### src/rtl/reg_file_sb.sv
// reg_file_sb: multi-read-port register file with a per-register busy
// scoreboard and optional same-cycle write-to-read forwarding.
module reg_file_sb #(
    parameter int              DATA_W    = 16,
    parameter int              NUM_REGS  = 8,
    parameter int              NUM_RD    = 2,
    parameter int              BYPASS    = 1,
    parameter logic [DATA_W-1:0] RESET_VAL = '0,
    localparam int             AW        = $clog2(NUM_REGS)
) (
    input  logic                     Clk,
    input  logic                     Reset,
    input  logic                     wr_en,
    input  logic [AW-1:0]            wr_addr,
    input  logic [DATA_W-1:0]        wr_data,
    input  logic [NUM_RD*AW-1:0]     rd_addr,
    output logic [NUM_RD*DATA_W-1:0] rd_data,
    output logic [NUM_RD-1:0]        rd_busy,
    input  logic                     iss_en,
    input  logic [AW-1:0]            iss_addr,
    output logic                     iss_rdy,
    output logic [NUM_REGS-1:0]      busy_vec,
    output logic                     wr_err
);

    logic [DATA_W-1:0]   regs_q [NUM_REGS];
    logic [NUM_REGS-1:0] busy_q;
    logic                wr_err_q;

    // One-hot decodes; an out-of-range address decodes to all zeros,
    // which makes writes, issues and reads to it inert without extra checks.
    logic [NUM_REGS-1:0] wr_hit;
    logic [NUM_REGS-1:0] iss_hit;
    logic                iss_acc;

    // Decode write and issue addresses, derive issue acceptance
    always_comb begin
        wr_hit  = '0;
        iss_hit = '0;
        for (int unsigned r = 0; r < NUM_REGS; r++) begin
            if (wr_addr == AW'(r))
                wr_hit[r] = wr_en;
            if (iss_addr == AW'(r))
                iss_hit[r] = 1'b1;
        end
        // A writeback retiring the destination frees it in the same cycle
        iss_rdy = |(iss_hit & (~busy_q | wr_hit));
        iss_acc = iss_en & iss_rdy;
    end

    // Combinational read ports with optional forwarding of the write port
    always_comb begin
        rd_data = '0;
        rd_busy = '0;
        for (int unsigned i = 0; i < NUM_RD; i++) begin
            for (int unsigned r = 0; r < NUM_REGS; r++) begin
                if (rd_addr[i*AW +: AW] == AW'(r)) begin
                    if (BYPASS != 0 && wr_hit[r]) begin
                        rd_data[i*DATA_W +: DATA_W] = wr_data;
                        rd_busy[i]                  = 1'b0;
                    end else begin
                        rd_data[i*DATA_W +: DATA_W] = regs_q[r];
                        rd_busy[i]                  = busy_q[r];
                    end
                end
            end
        end
    end

    // Register storage, scoreboard update (set wins over clear) and sticky error
    always_ff @(posedge Clk) begin
        if (Reset) begin
            for (int unsigned r = 0; r < NUM_REGS; r++)
                regs_q[r] <= RESET_VAL;
            busy_q   <= '0;
            wr_err_q <= 1'b0;
        end else begin
            for (int unsigned r = 0; r < NUM_REGS; r++)
                if (wr_hit[r])
                    regs_q[r] <= wr_data;
            busy_q <= (busy_q & ~wr_hit) | (iss_hit & {NUM_REGS{iss_acc}});
            if (|(wr_hit & ~busy_q))
                wr_err_q <= 1'b1;
        end
    end

    assign busy_vec = busy_q;
    assign wr_err   = wr_err_q;

endmodule

### config.mk
export PLATFORM = sky130hd
export DESIGN_NAME = reg_file_sb
export DESIGN_NICKNAME = d
export VERILOG_FILES = /design/src/rtl/reg_file_sb.sv
export SDC_FILE = /design/constraint.sdc
export NUM_CORES = 1
export LEC_CHECK = 0
export CORE_MARGIN = 2
export CORE_UTILIZATION = 43
export CTS_CLUSTER_DIAMETER = 50
export DETAILED_ROUTE_END_ITERATION = 6
export GPL_ROUTABILITY_DRIVEN = 0
export SETUP_SLACK_MARGIN = 0.4
export SLEW_MARGIN = 0
export SYNTH_ARGS = -nofsm -noshare
export SYNTH_HDL_FRONTEND = slang
export SYNTH_SLANG_ARGS = --single-unit
### constraint.sdc
create_clock -name Clk -period 2.6 [get_ports Clk]
set_input_delay 0.52 -clock Clk [delete_from_list [all_inputs] [get_ports Clk]]
set_output_delay 0.52 -clock Clk [all_outputs]
set_load 0.005 [all_outputs]
==> summary.txt, run 1 <==
Residual DRC = 0
Power, Total = 6.50 mW
die area = 21700 sq um
Synth Area in Adders = 0%
layout cells sized above 1 = 29.1%
Die X-Extent = 147 microns
total gr overflow = 0
R2R depth = 4
Chip Height = 147 microns
largest family of logic cells by synthesized area = compound AO/OA/AOI/OAI gates
HPWL Detailed = 21.7 mm
Clock Tree Root = clkbuf_16
drt initial violations = 1016
Post-Route Skew = 0.00199 ns
first-pass GRT wire length = 49.0 mm
HP Class = register to register
maxcap violations = 0
Rows = 52
CTS sink cnt = 137
Hold Startpoint = wr_err
number of synthesized flops with an enable pin = 128
Worst IR Drop VDD = 470 uV
status = finished, violations left
H-tree depth = 4
drt total wl = 32.7 mm
fin worst setup slack = -0.398 ns
Max Freq = 334 MHz
Lkg Pwr = 5.23 nW
Area growth syn-to-layout = 40.8%
min Tclk post-route = 3.00 ns
antenna diode count = 0
launching point of the worst reg2reg path = busy_vec[4]
Hold EP = wr_err
Req. time, crit path = 2.08 ns
ratio of total power to cell area = 523 nW/um^2
final setup violation count = 35
capturing point of the worst reg2reg path = busy_vec[4]
Starting Density = 43.8%
Setup Crit Path Kind = input port to output port
Worst-Margin Slew = 0.471 ns
Hold Fails Final Rpt = 0
Net Sw Frac = 26.6%
area of the mapped netlist = 8820 sq um
CP endpoint kind = output port
CTS tree = yes
cell count after synthesis = 943
pin count of the biggest net entering global routing = 47
post-synthesis cell type count = 45
fraction of the mapped netlist area in simple logic gates = 15.8%
WP data arrival = 2.48 ns
#FFs+latches synth = 137
pre-CTS setup slack = -0.902 ns
Clock Latency Late Sink = 0.43 ns
final net count = 1181
RSZ-0062 raised after global routing = true
total track usage = 30.2%
Yosys warning count = 0
fin crit share = 115%
FFs w/ async S/R, synth = 0%
violated checks = negative setup slack
vias in the first global route = 8166
Avg WL per Cell = 22.9 microns
Psw = 1.73 mW
element type at the critical path start = input port
Clk pwr share = 38.9%
initial antenna violation count = 0
XOR/XNOR Fraction of Synth Area = 0%
compound-cell area share of the yosys netlist = 19.2%
Antenna Nets Post-Route = 0
I/O pins = 76
Inserted Clock Buffers = 17
Core ar. = 20200 sq um
post-synthesis mux area share = 13.1%
vias per inst = 6.05
DP Cell Count = 1360
Synth Area per Inst = 9.36 sq um
Worst Path Max Fanout = 5
Clock Path Buffers = 2
Fillers = 1643
commonest non-fill, non-tap cell in the layout = buf_4
highest-count cells in the layout ignoring fill and taps = buf_4, edfxtp_1, nor2_1, mux2i_1, o21ai_0
Core Util, Final = 61.6%
TritonRoute pass-1 iters = 5
I/O Buffers = 75
fin. max-slew vios = 0
hold path depth = 2
register area share after synthesis = 45.6%
slew margin rel. = 68.5%
via count = 8652
Logic pwr share = 20.5%
final std cells w/o fill = 1431
Main synth FF type = edfxtp_1
syn nets = 975
Internal = 4.77 mW
Reg2Reg Setup Slack = 1.50 ns
Worst-path clk slew = 0.06 ns
sequential share of power = 40.6%
[how the worst max path moves through the flow]
stage / start / endpoint / slack (ns) / cells after the start
2_1_floorplan: wr_addr[1] / rd_data[23] / 0.1 / 7
3_3_place_gp: wr_addr[1] / rd_data[10] / -0.90 / 8
3_5_place_dp: wr_addr[1] / rd_data[6] / -0.90 / 8
4_1_cts: wr_addr[2] / rd_data[25] / -0.51 / 8
5_1_grt: wr_addr[0] / rd_data[0] / -0.45 / 10
6_report: wr_addr[0] / rd_data[21] / -0.40 / 9
[through the flow]
step / instance area [sq um] / setup TNS (ns) / hold slack (ns)
floorplan: 8920 / 0 / 0.485
global placement: 11100 / -29.15 / 0.492
detailed placement: 11100 / -29.26 / 0.509
CTS: 12200 / -9.57 / 0.520
global route: 12400 / -11.95 / 0.551
finish: 12400 / -9.68 / 0.509
[state kept, by name (all words and copies together) (netlist names)]
register  cells
wr_err        1
regs_q      128
busy_vec      8
[cells by family after synthesis]
family	count (synthesis)
buf+inv	134
simple gates	293
flops	137
compound gates	265
mux	114
[per-layer routing]
| metal | global-route usage (%) | vias to the layer above | part of all wire (%) |
|---|---|---|---|
| li1 | - | 3896 | - |
| met3 | 4.57 | 92 | 8.4 |
| met5 | 0 | - | 0 |
| met4 | 12.6 | 0 | 3.6 |
| met1 | 42.0 | 4159 | 42 |
| met2 | 47.4 | 505 | 46 |
[cells in the mapped netlist, types with 8 or more instances]
cell / n / area share (%)
a221oi_1: 17 / 1.7
clkbuf_1: 67 / 2.8
o211ai_1: 20 / 1.7
buf_2: 20 / 1.1
o22a_1: 14 / 1.4
a21oi_1: 55 / 3.1
nand2_1: 64 / 2.7
o22ai_1: 21 / 1.5
mux2i_1: 113 / 13
nand3b_1: 17 / 1.4
a21boi_0: 8 / 0.68
edfxtp_1: 128 / 44
nand3_1: 29 / 1.6
nor2_1: 122 / 5.2
inv_1: 34 / 1.4
o221ai_1: 18 / 1.8
nand2b_1: 27 / 1.9
o31a_1: 14 / 1.4
o21ai_0: 84 / 4.8
dfxtp_1: 9 / 2.0
[power by group through the flow]
stage	Clock (mW)	Combinational (mW)	Sequential, mW
after global placement	0	1.24	2.67
after floorplan	0	0.630	2.65
after CTS	2.54	1.28	2.63
final	2.53	1.33	2.64
after global routing	2.64	1.42	2.65
after detailed placement	0	1.24	2.67
[timing repair]
action	CTS	global route
cloned	3	0
setup buffers	28	9
hold buffers	0	0
resized for setup	213	40
pin swaps	50	27
endpoints found under the setup margin	35	35
[final cells by class]
cell class	instances	area, sq um	area share [%]
clock buffer	17	425	3.42
clock inverter	14	181	1.46
multi-input combinational	672	4720	38.0
inverter	35	131	1.06
timing repair buffer	286	2610	21.0
sequential	137	4020	32.4
tap	270	338	2.72
[worst max-delay path, stage by stage]
cell and delay (ns):
buf_6 0.09, or4b_4 0.61, buf_12 0.19, buf_12 0.14, mux2i_2 0.21, a21boi_1 0.10
o31a_1 0.29, o22a_1 0.18, buf_2 0.12
(Power assumes the default switching activity.)
==> run 2, diff against run 1 <==
--- a/config.mk
+++ b/config.mk
@@ -6,7 +6,7 @@
 export NUM_CORES = 1
 export LEC_CHECK = 0
 export CORE_MARGIN = 2
-export CORE_UTILIZATION = 43
+export CORE_UTILIZATION = 39
 export CTS_CLUSTER_DIAMETER = 50
 export DETAILED_ROUTE_END_ITERATION = 6
 export GPL_ROUTABILITY_DRIVEN = 0
==> run 2 against run 1 <==
The flow still finishes with violations (negative setup slack). Register-to-register slack about the same. Utilization decreased by 4.7 points. Final area grew 2.7%. Total power shrank 0.34%. Clock power down 4%.
==> summary.txt, run 2 (same netlist as run 1, synthesis figures left out) <==
Power, Total = 6.48 mW
pre-CTS setup slack = -0.947 ns
vias per inst = 6.10
CTS tree = yes
TritonRoute pass-1 iters = 6
final setup violation count = 33
Antenna Nets Post-Route = 0
Clock Path Buffers = 2
RSZ-0062 raised after global routing = true
Avg WL per Cell = 23.6 microns
Die X-Extent = 154 microns
CTS sink cnt = 137
I/O Buffers = 75
crit path cell chain = buf_6, or4b_4, buf_6, buf_16, mux2i_4, a21boi_1, o31a_1, o22a_1, buf_2
status = finished, violations left
total track usage = 28.3%
Area growth syn-to-layout = 44.6%
pin count of the biggest net entering global routing = 34
drt total wl = 34.5 mm
Chip Height = 154 microns
Clock Latency Late Sink = 0.42 ns
maxcap violations = 0
hold path depth = 2
layout cells sized above 1 = 31.2%
CP delay by family, top = simple AND/OR/NAND/NOR gates
initial antenna violation count = 0
H-tree depth = 4
via count = 8924
ratio of total power to cell area = 508 nW/um^2
antenna diode count = 0
Clock Tree Root = clkbuf_16
Core ar. = 22400 sq um
min Tclk post-route = 3.01 ns
drt initial violations = 1132
Inserted Clock Buffers = 17
CP endpoint kind = output port
Req. time, crit path = 2.08 ns
die area = 23800 sq um
Worst IR Drop VDD = 481 uV
cell mode on critical path = buf_6
fin. max-slew vios = 0
hold-fix buffers at CTS = 0
Starting Density = 39.3%
Rows = 55
Max Freq = 332 MHz
total gr overflow = 0
fin crit share = 116%
fin worst setup slack = -0.408 ns
Top reg by flops = regs_q
setup tns final = -9.18 ns
R2R depth = 4
final net count = 1196
slew margin rel. = 74.0%
CP bufs+invs = 4
commonest non-fill, non-tap cell in the layout = buf_4
Largest register FFs = 128
post-route cell area = 12800 sq um
highest-count cells in the layout ignoring fill and taps = buf_4, edfxtp_1, nor2_1, mux2i_1, o21ai_0
Worst-path clk slew = 0.06 ns
CP peak stage delay = 0.62 ns
WP data arrival = 2.49 ns
Worst path depth = 9
violated checks = negative setup slack
HPWL Detailed = 22.3 mm
Worst-Margin Slew = 0.389 ns
I/O pins = 76
HP Class = register to register
first-pass GRT wire length = 50.6 mm
vias in the first global route = 8721
Residual DRC = 0
DP Area = 11200 sq um
Worst Path Max Fanout = 8
Setup Crit Path Kind = input port to output port
Lkg Pwr = 5.33 nW
Hold Fails Final Rpt = 0
element type at the critical path start = input port
Post-Route Skew = 0.00398 ns
slowest cell on the critical path = or4b_4
## run 2: final cells by class
type,count,area (sq um)
Clock buffer,21,440
Clock inverter,11,129
Fill cell,1899,9670
Inverter,35,131
Multi-Input combinational cell,672,4840
Sequential cell,137,4020
Tap cell,285,357
Timing Repair Buffer,301,2840
## run 2: tightest hold or removal path, stage by stage, from the launching register on
cell	delay [ns]
dfxtp_1	0.32
nor2_1	0.05
a21oi_1	0.11
## run 2: report_power, final
group | switching (mW) | total, mW | leakage, nW | internal, mW
logic | 0.751 | 1.41 | 3.74 | 0.658
registers | 0.0699 | 2.64 | 1.31 | 2.57
clock network | 0.939 | 2.43 | 0.277 | 1.49
## run 2: routing by layer
layer  global-route usage, %  share of wire [%]  vias up
met2                    45.6                 46      608
met3                    5.77                 10      145
met5                       0                  0        -
met1                    36.7                 39     4236
li1                        -                  -     3935
met4                    13.7                4.9        0
## run 2: worst paths after layout
kind,startpoint,endpoint,slack (ns)
worst max-delay path,wr_addr[0],rd_data[19],-0.41
worst max register to register,busy_vec[4],busy_vec[4],1.49
worst min-delay path,wr_err,wr_err,0.51
worst min register to register,wr_err,wr_err,0.51
## run 2: per-stage QoR
stage               instances  hold WS (ns)  utilization (%)
finish                   1462         0.514             56.9
global route             1462         0.572             56.9
CTS                      1452         0.508             55.5
detailed placement       1384         0.494             49.8
global placement         1384         0.492             49.8
floorplan                 943         0.485                -
## run 2: timing repair
item / CTS / global route
endpoints found under the setup margin: 58 / 35
resized for setup: 251 / 47
buffers inserted: 30 / 10
pin swaps: 64 / 44
cloned: 6 / 0
